## config.mk

```make
export PLATFORM = sky130hd
export DESIGN_NAME = des_round_ctrl
export DESIGN_NICKNAME = d
export VERILOG_FILES = /design/src/rtl/des_round_ctrl.sv
export SDC_FILE = /design/constraint.sdc
export NUM_CORES = 1
export LEC_CHECK = 0
export CAP_MARGIN = 20
export CORE_UTILIZATION = 30
export CTS_BUF_LIST = sky130_fd_sc_hd__clkbuf_4
export CTS_CLUSTER_DIAMETER = 80
export DETAILED_ROUTE_END_ITERATION = 6
export PLACE_DENSITY = 0.55
export SLEW_MARGIN = 20
export SYNTH_ARGS = -nofsm -noshare
export SYNTH_HDL_FRONTEND = slang
export SYNTH_SLANG_ARGS = --single-unit
```

## constraint.sdc

```tcl
create_clock -name clk -period 2.9 [get_ports clk]
set_input_delay 0.87 -clock clk [delete_from_list [all_inputs] [get_ports clk]]
set_output_delay 0.87 -clock clk [all_outputs]
set_load 0.1 [all_outputs]
```

## src/rtl/des_round_ctrl.sv

```systemverilog
`default_nettype none
// ============================================================================
//  Module      : des_round_ctrl
//  Description : DES round sequencer. Accepts a block, drives load, 16 Feistel
//                rounds with the C/D rotate schedule, final capture and a
//                valid/ready result handshake.
//  Revision    : 1.0  initial release
// ============================================================================
module des_round_ctrl (
    input  logic       clk,
    input  logic       rst_n,
    input  logic       start_valid,
    output logic       start_ready,
    input  logic       decrypt,
    input  logic       abort,
    output logic       ld_data,
    output logic       rnd_en,
    output logic [3:0] round,
    output logic [1:0] key_shift,
    output logic       key_dir,
    output logic       fin_cap,
    output logic       out_valid,
    input  logic       out_ready,
    output logic       busy
);

    typedef enum logic [2:0] {
        S_IDLE  = 3'd0,
        S_LOAD  = 3'd1,
        S_ROUND = 3'd2,
        S_FINAL = 3'd3,
        S_DONE  = 3'd4
    } state_t;

    localparam logic [3:0] c_LAST_ROUND = 4'd15;

    state_t     r_state;
    state_t     w_state_nxt;
    logic [3:0] r_cnt;
    logic [3:0] w_cnt_nxt;
    logic       r_mode;
    logic       w_mode_nxt;
    logic [1:0] w_shift;

    always_ff @(posedge clk or negedge rst_n) begin
        if (!rst_n) begin
            r_state <= S_IDLE;
            r_cnt   <= 4'd0;
            r_mode  <= 1'b0;
        end else begin
            r_state <= w_state_nxt;
            r_cnt   <= w_cnt_nxt;
            r_mode  <= w_mode_nxt;
        end
    end

    // Rounds 1, 2, 9 and 16 rotate by one; decrypt skips the first rotate so
    // that its right-rotates walk the encrypt subkeys in reverse order.
    always_comb begin
        w_shift = 2'd2;
        if (r_cnt == 4'd0) begin
            w_shift = r_mode ? 2'd0 : 2'd1;
        end else if (r_cnt == 4'd1 || r_cnt == 4'd8 || r_cnt == c_LAST_ROUND) begin
            w_shift = 2'd1;
        end
    end

    always_comb begin
        w_state_nxt = r_state;
        w_cnt_nxt   = r_cnt;
        w_mode_nxt  = r_mode;
        start_ready = 1'b0;
        ld_data     = 1'b0;
        rnd_en      = 1'b0;
        fin_cap     = 1'b0;
        out_valid   = 1'b0;
        busy        = 1'b1;
        round       = 4'd0;
        key_shift   = 2'd0;

        case (r_state)
            S_IDLE: begin
                busy        = 1'b0;
                start_ready = ~abort;
                w_cnt_nxt   = 4'd0;
                if (start_valid && !abort) begin
                    w_state_nxt = S_LOAD;
                    w_mode_nxt  = decrypt;
                end
            end
            S_LOAD: begin
                ld_data     = 1'b1;
                w_cnt_nxt   = 4'd0;
                w_state_nxt = S_ROUND;
            end
            S_ROUND: begin
                rnd_en    = 1'b1;
                round     = r_cnt;
                key_shift = w_shift;
                if (r_cnt == c_LAST_ROUND) begin
                    w_cnt_nxt   = 4'd0;
                    w_state_nxt = S_FINAL;
                end else begin
                    w_cnt_nxt = r_cnt + 4'd1;
                end
            end
            S_FINAL: begin
                fin_cap     = 1'b1;
                w_state_nxt = S_DONE;
            end
            S_DONE: begin
                out_valid = 1'b1;
                if (out_ready) begin
                    w_state_nxt = S_IDLE;
                end
            end
            default: begin
                w_state_nxt = S_IDLE;
                w_cnt_nxt   = 4'd0;
            end
        endcase

        // Cancel wins over every transition outside IDLE, dropping any result.
        if (abort && (r_state != S_IDLE)) begin
            w_state_nxt = S_IDLE;
            w_cnt_nxt   = 4'd0;
        end
    end

    assign key_dir = r_mode;

endmodule
`default_nettype wire
```

==> metrics.txt <==
status=completed; Int Power=225 uW; post-CTS sizing=0; fin crit share=92.5%; port bufs=18; # IOs=19; clock root buffer=clkbuf_4; skew final=3.05 ps; most common cell in the netlist=dfrtp_1; headroom to the max-slew limit=between 70% and 80%; Min-Delay Path Class=reg -> reg; Crit path arrival time=1810 ps; # Max-Cap Violations=0; CP Launch Type=input port; Syn Inst Count=66; Die Wd=approximately 47 um; H-tree depth=1; Worst VDD drop=0.290 mV; Seq pwr share=31.2%; CTS Hold Bufs=0; Clock Power Share=between 20 and 25%; Max FO, Critical Path=2; mean routed wirelength per cell=between 10 and 15 um; Post-synth top cells=dfrtp_1 (8), a21oi_1 (4), and2_1 (4), nand3b_1 (4); fin. max-slew vios=0; vias in the first global route=493; latest clock arrival within the worst-skew pair=around 250 ps; Mapped Nets=75; DPL Wire Length=1.03 mm; pin count of the biggest net entering global routing=15; CTS Buf Count=3; die area=0.00219 mm^2; area of the mapped netlist=602 um^2; Sink Count=8; DR DRC count=0; Post-synth EDFFs=0; Power Density=420 mW/mm^2; Final Hold Violating Endpoints=0; synth unique cells=35; CTS tree=yes; Area after DPL=slightly above 900 um^2; Ys Warns=0; number of iterations in the first detailed-routing pass=3; # nets final=96; design area=about 950 um^2; final setup TNS=0 ps; Synth area leaders=dfrtp_1 (33%), ha_1 (6.2%), nand3b_1 (5.0%); final antenna diode count=0; antenna-violating nets left=0; Peak Freq=between 300 and 400 MHz; worst path required time=2030 ps; ys flop type=dfrtp_1; Sw Ratio=44.0%; layout cells sized above 1=34.1%; final WL=1.39 mm; final core occ=between 50% and 60%; LEAKAGE=0.000388 uW; Crit Path Category=in -> out; Core Region=0.00180 mm^2; RSZ-0062 raised after global routing=false; Longest Clk Path Bufs=2; Syn Area/Cell=9.12 um^2; Setup crit end kind=primary output; area delta synth->final=58.6%; first-pass GRT wire length=2.30 mm; Worst-path clk slew=60 ps; Net Sw Power=176 uW; share of power burned in combinational logic=a little under half; Post-CTS Setup Inserts=0; Post-synth ARST share=100%; Core Rows=15; post-route minimum period=2680 ps; post-synth top area share=33.3%; Total GRT Usage=15.6%; setup violators final=0; DRT iter0 DRCs=16; DR vias/cell=roughly 5.0; Die Y-Extent=46.8 um; sequential area share after synthesis=33.3%; initial core utilization=between 30% and 40%; gr ovfl total=0; leading area contributor after synthesis=dfrtp_1; gpl congestion=0.725; worst slew pin tran=428 ps; antenna violations before repair=0; #FFs+latches synth=8; overall via count from detail_route=550
==> final timing paths <==
check,from,end,slack (ps),cells after the start
hold reg to reg,key_dir,key_dir,540,1
setup reg to reg,r_state[0],key_dir,1370,4
setup / recovery,abort,start_ready,220,3
min in group asynchronous,rst_n,r_cnt[3],910,1
max in group asynchronous,rst_n,r_state[1],1700,1
hold / removal,key_dir,key_dir,540,1
==> cells by family (layout without fill, tap and decap cells) <==
logic type               count (synthesis)  in the layout  share of synthesized area [%]
buffers and inverters                    8             27                           5.61
AND/OR/NAND/NOR                         33             33                           39.1
adder cells (fa/ha/maj)                  3              3                           6.24
multiplexers                             1              1                           1.87
XOR/XNOR                                 1              1                           1.46
AO/OA/AOI/OAI                           12             12                           12.5
flip-flops                               8              8                           33.3
==> area by class of cell <==
type,count,area (um^2)
flip-flops and latches,8,200
inverters,2,7.51
fillers,171,847
repair buffers,22,303
well taps,25,31.3
multi-input cells,50,390
clock buffers,3,22.5
==> power by group through the flow <==
stage / logic (uW) / registers, uW / clock network [uW]
4_1_cts: 189 / 125 / 91.6
5_1_grt: 197 / 126 / 97.1
6_report: 188 / 125 / 87.9
2_1_floorplan: 106 / 154 / 0
3_5_place_dp: 189 / 127 / 0
3_3_place_gp: 188 / 127 / 0
==> worst max-delay path: stages <==
cell and delay, ps:
clkdlybuf4s50_1 460, nor4_4 260, buf_12 220
==> per-stage QoR <==
stage | setup slack, ps | hold slack [ps] | power (uW) | std cells
6_report | 218 | 540 | 401 | 110
5_1_grt | 163 | 568 | 420 | 110
4_1_cts | 206 | 550 | 406 | 110
3_5_place_dp | 206 | 538 | 316 | 107
3_3_place_gp | 216 | 531 | 315 | 107
2_1_floorplan | -482 | 561 | 260 | 66
==> state kept, by name (all words and copies together) (netlist names) <==
signal   cells
r_cnt        4
r_state      3
key_dir      1
==> metal layers <==
layer	global-route usage (%)	wire length (um)	share of wire, %
met1	20.5	646	46
met2	23.6	663	48
met3	6.15	69	5.0
met4	5.14	11	0.79
met5	0	0	0
==> cells in the final DEF, fill, tap and decap left out, types with 2 or more instances in the layout <==
cell | netlist | routed
buf_12 | 0 | 10
dfrtp_1 | 8 | 8
buf_4 | 0 | 7
clkdlybuf4s50_1 | 0 | 5
and2_2 | 0 | 4
nand3b_1 | 4 | 4
nand3_1 | 3 | 3
nand2_1 | 3 | 3
a21oi_1 | 4 | 3
ha_1 | 3 | 3
clkbuf_4 | 0 | 3
inv_1 | 2 | 2
nor3b_2 | 1 | 2
o21ai_0 | 2 | 2
nand4_1 | 2 | 2
nand2b_1 | 2 | 2
a21o_1 | 2 | 2
nor2_1 | 2 | 2
No activity file was read; power rests on OpenSTA's default activity.
